### src/rtl/uart_tx_arbiter.sv
// uart_tx_arbiter: two-requester UART transmitter with round-robin arbitration.
// A byte accepted from either requester is serialised LSB first as an 8N1 frame.
// The frame is start, eight data bits and stop, with every bit lasting
// CLKS_PER_BIT enabled cycles.
// Optional feature: define UART_TX_PARITY_EN to insert an even-parity bit
// between the data bits and the stop bit.
module uart_tx_arbiter #(
    parameter int CLKS_PER_BIT = 4
) (
    input  logic       clk,
    input  logic       rst_n,
    input  logic       ena,
    input  logic       req0_valid,
    input  logic [7:0] req0_data,
    output logic       req0_ready,
    input  logic       req1_valid,
    input  logic [7:0] req1_data,
    output logic       req1_ready,
    output logic       tx,
    output logic       busy,
    output logic       grant_id,
    output logic [2:0] state
);

    localparam logic [2:0] ST_IDLE   = 3'd0;
    localparam logic [2:0] ST_START  = 3'd1;
    localparam logic [2:0] ST_DATA   = 3'd2;
    localparam logic [2:0] ST_STOP   = 3'd3;
`ifdef UART_TX_PARITY_EN
    localparam logic [2:0] ST_PARITY = 3'd4;
`endif

    localparam logic [7:0] TIMER_LAST = 8'(CLKS_PER_BIT - 1);

    logic [7:0] bit_timer;
    logic [2:0] bit_idx;
    logic [7:0] shift_reg;
    logic [7:0] shift_next;
    logic [7:0] sel_data;
    logic       last;
    logic       sel;
    logic       any_valid;
    logic       can_accept;
    logic       transfer;
    logic       bit_done;
`ifdef UART_TX_PARITY_EN
    logic       parity_bit;
`endif

    // Round-robin choice: a lone requester wins, a tie goes to whoever did not send last
    always_comb begin
        sel = 1'b0;
        if (req0_valid && req1_valid) begin
            sel = ~last;
        end else if (req1_valid) begin
            sel = 1'b1;
        end
    end

    assign any_valid  = req0_valid | req1_valid;
    assign can_accept = rst_n && ena && (state == ST_IDLE);
    assign req0_ready = can_accept && any_valid && !sel;
    assign req1_ready = can_accept && any_valid && sel;
    assign transfer   = req0_ready | req1_ready;
    assign sel_data   = sel ? req1_data : req0_data;
    assign bit_done   = (bit_timer == TIMER_LAST);
    assign shift_next = {1'b0, shift_reg[7:1]};
    assign busy       = (state != ST_IDLE);

    // Frame sequencer: bit timer, data index, shift register, line driver and arbiter history
    always_ff @(posedge clk or negedge rst_n) begin
        if (!rst_n) begin
            state      <= ST_IDLE;
            tx         <= 1'b1;
            bit_timer  <= 8'd0;
            bit_idx    <= 3'd0;
            shift_reg  <= 8'd0;
            last       <= 1'b1;
            grant_id   <= 1'b0;
`ifdef UART_TX_PARITY_EN
            parity_bit <= 1'b0;
`endif
        end else if (ena) begin
            case (state)
                ST_IDLE: begin
                    if (transfer) begin
                        state      <= ST_START;
                        tx         <= 1'b0;
                        bit_timer  <= 8'd0;
                        bit_idx    <= 3'd0;
                        shift_reg  <= sel_data;
                        last       <= sel;
                        grant_id   <= sel;
`ifdef UART_TX_PARITY_EN
                        parity_bit <= ^sel_data;
`endif
                    end
                end
                ST_START: begin
                    if (bit_done) begin
                        bit_timer <= 8'd0;
                        bit_idx   <= 3'd0;
                        state     <= ST_DATA;
                        tx        <= shift_reg[0];
                    end else begin
                        bit_timer <= bit_timer + 8'd1;
                    end
                end
                ST_DATA: begin
                    if (bit_done) begin
                        bit_timer <= 8'd0;
                        if (bit_idx == 3'd7) begin
`ifdef UART_TX_PARITY_EN
                            state <= ST_PARITY;
                            tx    <= parity_bit;
`else
                            state <= ST_STOP;
                            tx    <= 1'b1;
`endif
                        end else begin
                            bit_idx   <= bit_idx + 3'd1;
                            shift_reg <= shift_next;
                            tx        <= shift_next[0];
                        end
                    end else begin
                        bit_timer <= bit_timer + 8'd1;
                    end
                end
`ifdef UART_TX_PARITY_EN
                ST_PARITY: begin
                    if (bit_done) begin
                        bit_timer <= 8'd0;
                        state     <= ST_STOP;
                        tx        <= 1'b1;
                    end else begin
                        bit_timer <= bit_timer + 8'd1;
                    end
                end
`endif
                ST_STOP: begin
                    if (bit_done) begin
                        bit_timer <= 8'd0;
                        state     <= ST_IDLE;
                        tx        <= 1'b1;
                    end else begin
                        bit_timer <= bit_timer + 8'd1;
                    end
                end
                default: begin
                    state     <= ST_IDLE;
                    tx        <= 1'b1;
                    bit_timer <= 8'd0;
                    bit_idx   <= 3'd0;
                end
            endcase
        end
    end

endmodule

### config.mk
export PLATFORM = sky130hd
export DESIGN_NAME = uart_tx_arbiter
export DESIGN_NICKNAME = d
export VERILOG_FILES = /design/src/rtl/uart_tx_arbiter.sv
export SDC_FILE = /design/constraint.sdc
export NUM_CORES = 1
export LEC_CHECK = 0
export CAP_MARGIN = 20
export CELL_PAD_IN_SITES_DETAIL_PLACEMENT = 0
export CELL_PAD_IN_SITES_GLOBAL_PLACEMENT = 1
export CORE_MARGIN = 8
export CORE_UTILIZATION = 36
export CTS_BUF_LIST = sky130_fd_sc_hd__clkbuf_4
export DETAILED_ROUTE_END_ITERATION = 10
export PLACE_DENSITY_LB_ADDON = 0.15
export RECOVER_POWER = 50
export SYNTH_ARGS = -nofsm -noshare
export SYNTH_HDL_FRONTEND = slang
export SYNTH_SLANG_ARGS = --single-unit
export TNS_END_PERCENT = 30
### constraint.sdc
create_clock -name clk -period 2 [get_ports clk]
set_input_delay 0.5 -clock clk [delete_from_list [all_inputs] [get_ports clk]]
set_output_delay 0.5 -clock clk [all_outputs]
set_load 0.02 [all_outputs]
==> reports/results.tsv, run 1 <==
stage	metric	value	unit
run_status	outcome	finished with violations	
run_status	failing checks	setup timing	
floorplan	io pins	29	
logic_synthesis	Synth top area share	39.5	%
timing	Least-Margin Pin Slew	0.618	ns
clock_network	CTS Root Cell	clkbuf_4	
logic_synthesis	Synth Area in XOR/XNOR	3.14	%
clock_network	CTS max path bufs	2	
layout	diode count	0	
logic_synthesis	YS warnings	0	
drt	1st-pass router iterations	4	
placement	Buffers on Ports	27	
logic_synthesis	largest family of logic cells by synthesized area	compound AO/OA/AOI/OAI gates	
layout	commonest non-fill, non-tap cell in the layout	buf_4	
timing	Fmax	497	MHz
pwr	Leak	0.953	nW
logic_synthesis	Post-Syn Area	1390	um^2
placement	Routability Congestion	0.795	
clock_network	CTS Buf Count	3	
hold_path	worst hold-check path type	in2async	
drt	1st-iter DRT viols	40	
timing	Final Critical Period	2.01	ns
floorplan	core outline area	3690	um^2
layout	fin util	55.8	%
worst_setup_path	crit path DAT	2.22	ns
clock_network	CTS Hold Bufs	0	
timing	final setup vio count	1	
global_route	first-pass GRT wire length	6180	um
logic_synthesis	dominant cell type by area after synthesis	dfrtp_1	
layout	most frequent cells in the layout	buf_4, dfrtp_1, clkdlybuf4s50_1	
pwr	Int Power	1.42	mW
global_route	maximum number of pins on one net before global-route repair	26	
logic_synthesis	Seq/Total Area, Yosys	43.3	%
drt	mean number of vias per cell	5.26	
pwr	register share of total power	33.0	%
pwr	Cell Pwr Density	1120	nW/um^2
run	Max Cap Viol	0	
worst_setup_path	CP required	2.21	ns
logic_synthesis	synth top area cells	dfrtp_1, ha_1, a21oi_1	
floorplan	Die Ht	78.2	um
logic_synthesis	post-synthesis adder-cell area fraction	7.19	%
clock_network	H-tree Lvls	1	
logic_synthesis	Mapped Cells	142	
logic_synthesis	post-synthesis simple-gate area fraction	17.3	%
layout	area delta synth->final	47.9	%
layout	Layout Cells excl Fill	255	
drt	DRC violations left	0	
pwr	combinational share of power	57.5	%
timing	Slew Limit Headroom	58.8	%
logic_synthesis	async set-reset flop share out of synthesis	100	%
floorplan	Starting Density	37.8	%
floorplan	num rows	22	
worst_setup_path	Crit Path Max Fanout	4	
logic_synthesis	syn avg cell area	9.81	um^2
global_route	global-route usage over all layers	12.0	%
pwr	Sw Share	38.6	%
clock_network	Clock Latency Late Sink	0.32	ns
drt	DR vias	1342	
worst_setup_path	Setup CP Type	reg2reg	
clock_network	CTS tree	yes	
pwr	clock share of power	9.5	%
drt	antenna viol nets, final	0	
global_route	GRT Residual Overflow	0	
placement	placed cell count	250	
placement	dpl hpwl	2900	um
worst_setup_path	CP Capture Type	flop	
layout	post-route design area	2060	um^2
global_route	initial antenna violation count	0	
timing	final hold vios	0	
timing	RSZ-0062 raised after global routing	true	
timing	Setup WS post-layout	-0.0118	ns
logic_synthesis	Post-synth top flop	dfrtp_1	
logic_synthesis	EDFF count, synth	0	
logic_synthesis	FF+latch count, synth	24	
placement	pre-CTS setup slack	-0.518	ns
timing	clock skew	0.0145	ns
timing	period utilisation layout	101	%
clock_network	clock sink count	24	
floorplan	full die area	6110	um^2
pwr	maximum VDD drop	0.445	mV
drt	Routed WL	3650	um
clock_network	Clock transition at path regs	0.14	ns
pwr	net switching power	893	uW
logic_synthesis	area fraction in compound gates after synthesis	24.1	%
layout	Layout Nets	237	
timing	Slew Viols, Final	0	
global_route	vias in the first global route	1374	
worst_setup_path	Worst setup SP type	flop	
logic_synthesis	distinct cell type count after synthesis	44	
logic_synthesis	post-synthesis mux area share	2.61	%
layout	ratio of cells with drive above 1 in the final layout	29.0	%
floorplan	Die W	78.2	um
placement	Placed Area	1990	um^2
logic_synthesis	Syn Nets	171	
drt	Routed WL per cell	14.3	um
==> kinds of logic (layout without fill, tap and decap cells) <==
family / after synthesis / after routing
flip-flops: 24 / 24
AND/OR/NAND/NOR: 49 / 49
XOR/XNOR: 5 / 5
buffers and inverters: 7 / 72
adder cells (fa/ha/maj): 8 / 8
other: 1 / 1
multiplexers: 3 / 3
AO/OA/AOI/OAI: 45 / 45
==> routing by layer <==
layer | vias to the layer above | track usage, % | share of wire (%)
met5 | - | 0 | 0
met4 | 0 | 1.85 | 0.58
met3 | 2 | 3.53 | 3.8
met2 | 17 | 22.1 | 52
met1 | 669 | 13.4 | 44
li1 | 654 | - | -
==> through the flow <==
stage | total power [mW] | setup TNS (ns) | hold slack [ns]
finish | 2.31 | -0.0118 | 0.456
global route | 2.49 | -0.287 | 0.485
CTS | 2.31 | -0.136 | 0.405
detailed placement | 2.05 | -7.66 | 0.472
global placement | 2.02 | -7.36 | 0.460
floorplan | 1.44 | -0.00923 | 0.204
==> cells in the mapped netlist (all sizes together) (2+ instances only) <==
cell type / number
ha: 8
o21ai: 6
nand2b: 3
xor2: 2
a221o: 7
or4: 2
inv: 3
nand3: 4
nor3: 2
nor2b: 2
dfrtp: 22
a21oi: 15
clkbuf: 2
dfstp: 2
nor2: 8
o211ai: 2
a22o: 3
nand2: 19
mux2: 2
xnor2: 3
or3: 2
buf: 2
nand4: 4
==> power by group through the flow <==
| stage | Combinational (mW) | Sequential [mW] | Clock [mW] |
|---|---|---|---|
| after floorplan | 0.612 | 0.825 | 0 |
| after global placement | 1.26 | 0.768 | 0 |
| after detailed placement | 1.28 | 0.774 | 0 |
| after CTS | 1.32 | 0.765 | 0.226 |
| after global routing | 1.46 | 0.784 | 0.245 |
| final | 1.33 | 0.764 | 0.219 |
==> timing repair <==
item                                    CTS  global route
buffers inserted                          0             1
gates resized for setup                  21             9
pin swaps                                 4             6
endpoints found under the hold margin     0             0
endpoints found under the setup margin   13            19
==> critical path: stages, from the launching register on <==
cell and delay, ns:
dfrtp_1 0.41, or4_4 0.56, or2_1 0.25, a2111o_1 0.41
mux2_4 0.27
==> path summary, 6_finish.rpt <==
kind	from	to	slack (ns)	cells past startpoint
worst max register to register	bit_timer[3]$_DFFE_PN0P_	bit_idx[0]$_DFFE_PN0P_	-0.01	4
max in group asynchronous	rst_n	state[0]$_DFFE_PN0P_	0.88	3
worst min-delay path	rst_n	last$_DFFE_PN1P_	0.46	2
worst max-delay path	bit_timer[3]$_DFFE_PN0P_	bit_idx[0]$_DFFE_PN0P_	-0.01	4
worst min register to register	grant_id$_DFFE_PN0P_	grant_id$_DFFE_PN0P_	0.50	1
min in group clk	grant_id$_DFFE_PN0P_	grant_id$_DFFE_PN0P_	0.50	1
==> cell type report <==
class / count / area [um^2]
Timing Repair Buffer: 65 / 546
Tap cell: 48 / 60.1
Clock inverter: 1 / 3.75
Fill cell: 361 / 1630
Sequential cell: 24 / 604
Clock buffer: 3 / 22.5
Inverter: 3 / 11.3
Multi-Input combinational cell: 111 / 812
Power figures use the tool's default switching activity.
==> run 2: changes to the inputs <==
--- a/config.mk
+++ b/config.mk
@@ -11,6 +11,7 @@
 export CORE_MARGIN = 8
 export CORE_UTILIZATION = 36
 export CTS_BUF_LIST = sky130_fd_sc_hd__clkbuf_4
+export CTS_CLUSTER_SIZE = 8
 export DETAILED_ROUTE_END_ITERATION = 10
 export PLACE_DENSITY_LB_ADDON = 0.15
 export RECOVER_POWER = 50
==> results of run 2 <==
Same layout as run 1: the final DEF is identical, and so are final timing and power.
==> run 3: changes to the inputs <==
--- a/config.mk
+++ b/config.mk
@@ -9,10 +9,12 @@
 export CELL_PAD_IN_SITES_DETAIL_PLACEMENT = 0
 export CELL_PAD_IN_SITES_GLOBAL_PLACEMENT = 1
 export CORE_MARGIN = 8
-export CORE_UTILIZATION = 36
+export CORE_UTILIZATION = 40
 export CTS_BUF_LIST = sky130_fd_sc_hd__clkbuf_4
+export CTS_CLUSTER_DIAMETER = 100
 export CTS_CLUSTER_SIZE = 8
 export DETAILED_ROUTE_END_ITERATION = 10
+export DONT_BUFFER_PORTS = 1
 export PLACE_DENSITY_LB_ADDON = 0.15
 export RECOVER_POWER = 50
 export SYNTH_ARGS = -nofsm -noshare
==> run 3 against run 2 <==
Against the previous run:
- the run still ends with setup timing left
- critical path depth grew 1
- register-to-register slack is essentially flat
- clock-buffer cell count is the same
- sequential power grew 4.7%
- sequential cell count is the same
- wire length shrank 6.2%
- combinational power shrank 18%
- maximum frequency grew 0.48%
- final cell count shrank 16%
==> reports/results.tsv, run 3 (synthesis results as in run 1) <==
stage	metric	value	unit
global_route	GRT Residual Overflow	0	
placement	pre-CTS setup slack	-0.0461	ns
drt	1st-iter DRT viols	58	
worst_setup_path	crit path DAT	2.22	ns
run_status	outcome	finished with violations	
clock_network	Clock Latency Late Sink	0.32	ns
timing	period utilisation layout	100	%
timing	Least-Margin Pin Slew	1.09	ns
layout	commonest non-fill, non-tap cell in the layout	buf_4	
clock_network	CTS max path bufs	2	
global_route	first-pass GRT wire length	6060	um
layout	multi-input logic area	797	um^2
floorplan	Die W	75.0	um
drt	Routed WL	3420	um
worst_setup_path	Crit Path Max Fanout	3	
timing	Slew Limit Headroom	27.7	%
timing	Final Critical Period	2.00	ns
placement	dpl hpwl	2540	um
floorplan	core outline area	3340	um^2
floorplan	full die area	5630	um^2
pwr	maximum VDD drop	0.462	mV
timing	Setup WS post-layout	-0.00214	ns
floorplan	Starting Density	41.7	%
global_route	initial antenna violation count	0	
clock_network	clock sink count	24	
drt	1st-pass router iterations	4	
clock_network	CTS Buf Count	3	
clock_network	CTS tree	yes	
drt	top sig layer	met4	
timing	Slew Viols, Final	0	
run	Max Cap Viol	0	
worst_setup_path	CP required	2.22	ns
pwr	Cell Pwr Density	1300	nW/um^2
pwr	net switching power	848	uW
hold_path	min-delay src	req1_valid	
worst_setup_path	Worst setup SP type	flop	
global_route	vias in the first global route	1293	
pwr	Sw Share	37.7	%
hold_path	Hold Path End	last$_DFFE_PN1P_	
worst_setup_path	Worst R2R End	bit_idx[0]$_DFFE_PN0P_	
floorplan	num rows	21	
layout	fin util	51.7	%
pwr	Int Power	1.40	mW
timing	Fmax	499	MHz
drt	DR vias	1162	
drt	wire length on met2	1610	um
timing	RSZ-0062 raised after global routing	true	
timing	clock skew	0.00636	ns
drt	met3 wire len	177	um
layout	sequential cell area	604	um^2
pwr	Leak	0.787	nW
placement	Buffers on Ports	0	
drt	antenna viol nets, final	0	
pwr	combinational share of power	48.7	%
global_route	global-route usage over all layers	13.9	%
drt	Routed WL per cell	16.0	um
worst_setup_path	Setup CP Type	reg2reg	
clock_network	H-tree Lvls	1	
floorplan	Die Ht	75.0	um
pwr	clock share of power	15.8	%
timing	final hold vios	0	
worst_setup_path	reg2reg setup slack	-0.002	ns
timing	final setup vio count	1	
layout	most frequent cells in the layout	buf_4, dfrtp_1, nand2_1	
worst_setup_path	CP Capture Type	flop	
worst_setup_path	r2r startpoint	bit_timer[1]$_DFFE_PN0P_	
layout	filler cell count in the final layout	329	
layout	ratio of cells with drive above 1 in the final layout	27.4	%
layout	area delta synth->final	23.9	%
drt	routed metal-1 wirelength	1620	um
hold_path	worst hold-check path type	in2reg	
hold_path	hold path cells	2	
drt	DRC violations left	0	
global_route	maximum number of pins on one net before global-route repair	25	
floorplan	io pins	29	
layout	diode count	0	
layout	Layout Nets	198	
pwr	register share of total power	35.5	%
placement	Routability Congestion	0.788	
worst_setup_path	worst r2r path cells	5	
drt	mean number of vias per cell	5.43	
clock_network	Clock transition at path regs	0.14	ns
clock_network	CTS Root Cell	clkbuf_4	
run_status	failing checks	setup timing	
run 3: changes by cell type in the layout (fill, tap and decap cells not counted), moves of 2 or more:
cell | before | now
dlymetal6s2s_1 | 2 | 0
buf_4 | 37 | 24
clkdlybuf4s50_1 | 20 | 0
inv_2 | 0 | 2
inv_1 | 3 | 1
dlygate4sd2_1 | 2 | 0
clkbuf_2 | 2 | 0
run 3: worst max-delay path: stages (launching register included):
cell      delay, ns
dfrtp_1        0.39
ha_2           0.19
or3b_4         0.39
or2_1          0.24
a2111o_1       0.41
mux2_4         0.27
run 3: power groups by stage:
stage,Combinational [mW],Clock (mW),Sequential [mW]
6_report,1.09,0.355,0.800
3_5_place_dp,1.01,0,0.815
5_1_grt,1.21,0.389,0.823
4_1_cts,1.08,0.364,0.802
2_1_floorplan,0.612,0,0.825
3_3_place_gp,0.981,0,0.812
run 3: metrics by stage:
step	TNS [ns]	cell area [um^2]	std cells	power (mW)	hold slack, ns
finish	-0.00214	1730	214	2.25	0.283
CTS	-0.0606	1710	213	2.25	0.275
floorplan	-0.00923	1400	142	1.44	0.204
detailed placement	-0.0751	1600	206	1.82	0.205
global placement	0	1600	206	1.79	0.205
global route	-0.465	1730	214	2.42	0.277
run 3: what timing repair did:
action	CTS	global route
hold buffers	2	0
endpoints found under the hold margin	24	0
pin swaps	4	4
setup buffers	2	1
resized for setup	6	4
endpoints found under the setup margin	7	12
run 3: worst max-delay path by stage:
stage	start	end	slack (ns)	cells past startpoint
5_1_grt	bit_timer[1]$_DFFE_PN0P_	bit_idx[0]$_DFFE_PN0P_	-0.10	5
6_report	bit_timer[1]$_DFFE_PN0P_	bit_idx[0]$_DFFE_PN0P_	-0.002	5
3_3_place_gp	bit_timer[0]$_DFFE_PN0P_	bit_idx[0]$_DFFE_PN0P_	0.02	5
2_1_floorplan	bit_timer[0]$_DFFE_PN0P_	bit_idx[0]$_DFFE_PN0P_	-0.009	5
4_1_cts	bit_timer[1]$_DFFE_PN0P_	bit_idx[0]$_DFFE_PN0P_	-0.05	5
3_5_place_dp	bit_timer[1]$_DFFE_PN0P_	bit_idx[0]$_DFFE_PN0P_	-0.05	5
run 3: final cells by class:
class	instances	area share, %
Multi-Input combinational cell	111	46.2
Clock inverter	1	1.74
Sequential cell	24	35.0
Clock buffer	3	1.31
Timing Repair Buffer	26	11.7
Tap cell	46	3.34
Inverter	3	0.653
run 3: per-layer routing:
metal  GRT usage (%)  up-vias
met1            18.0      552
li1                -      578
met4            3.04        0
met5               0        -
met2            21.7       30
met3            4.66        2
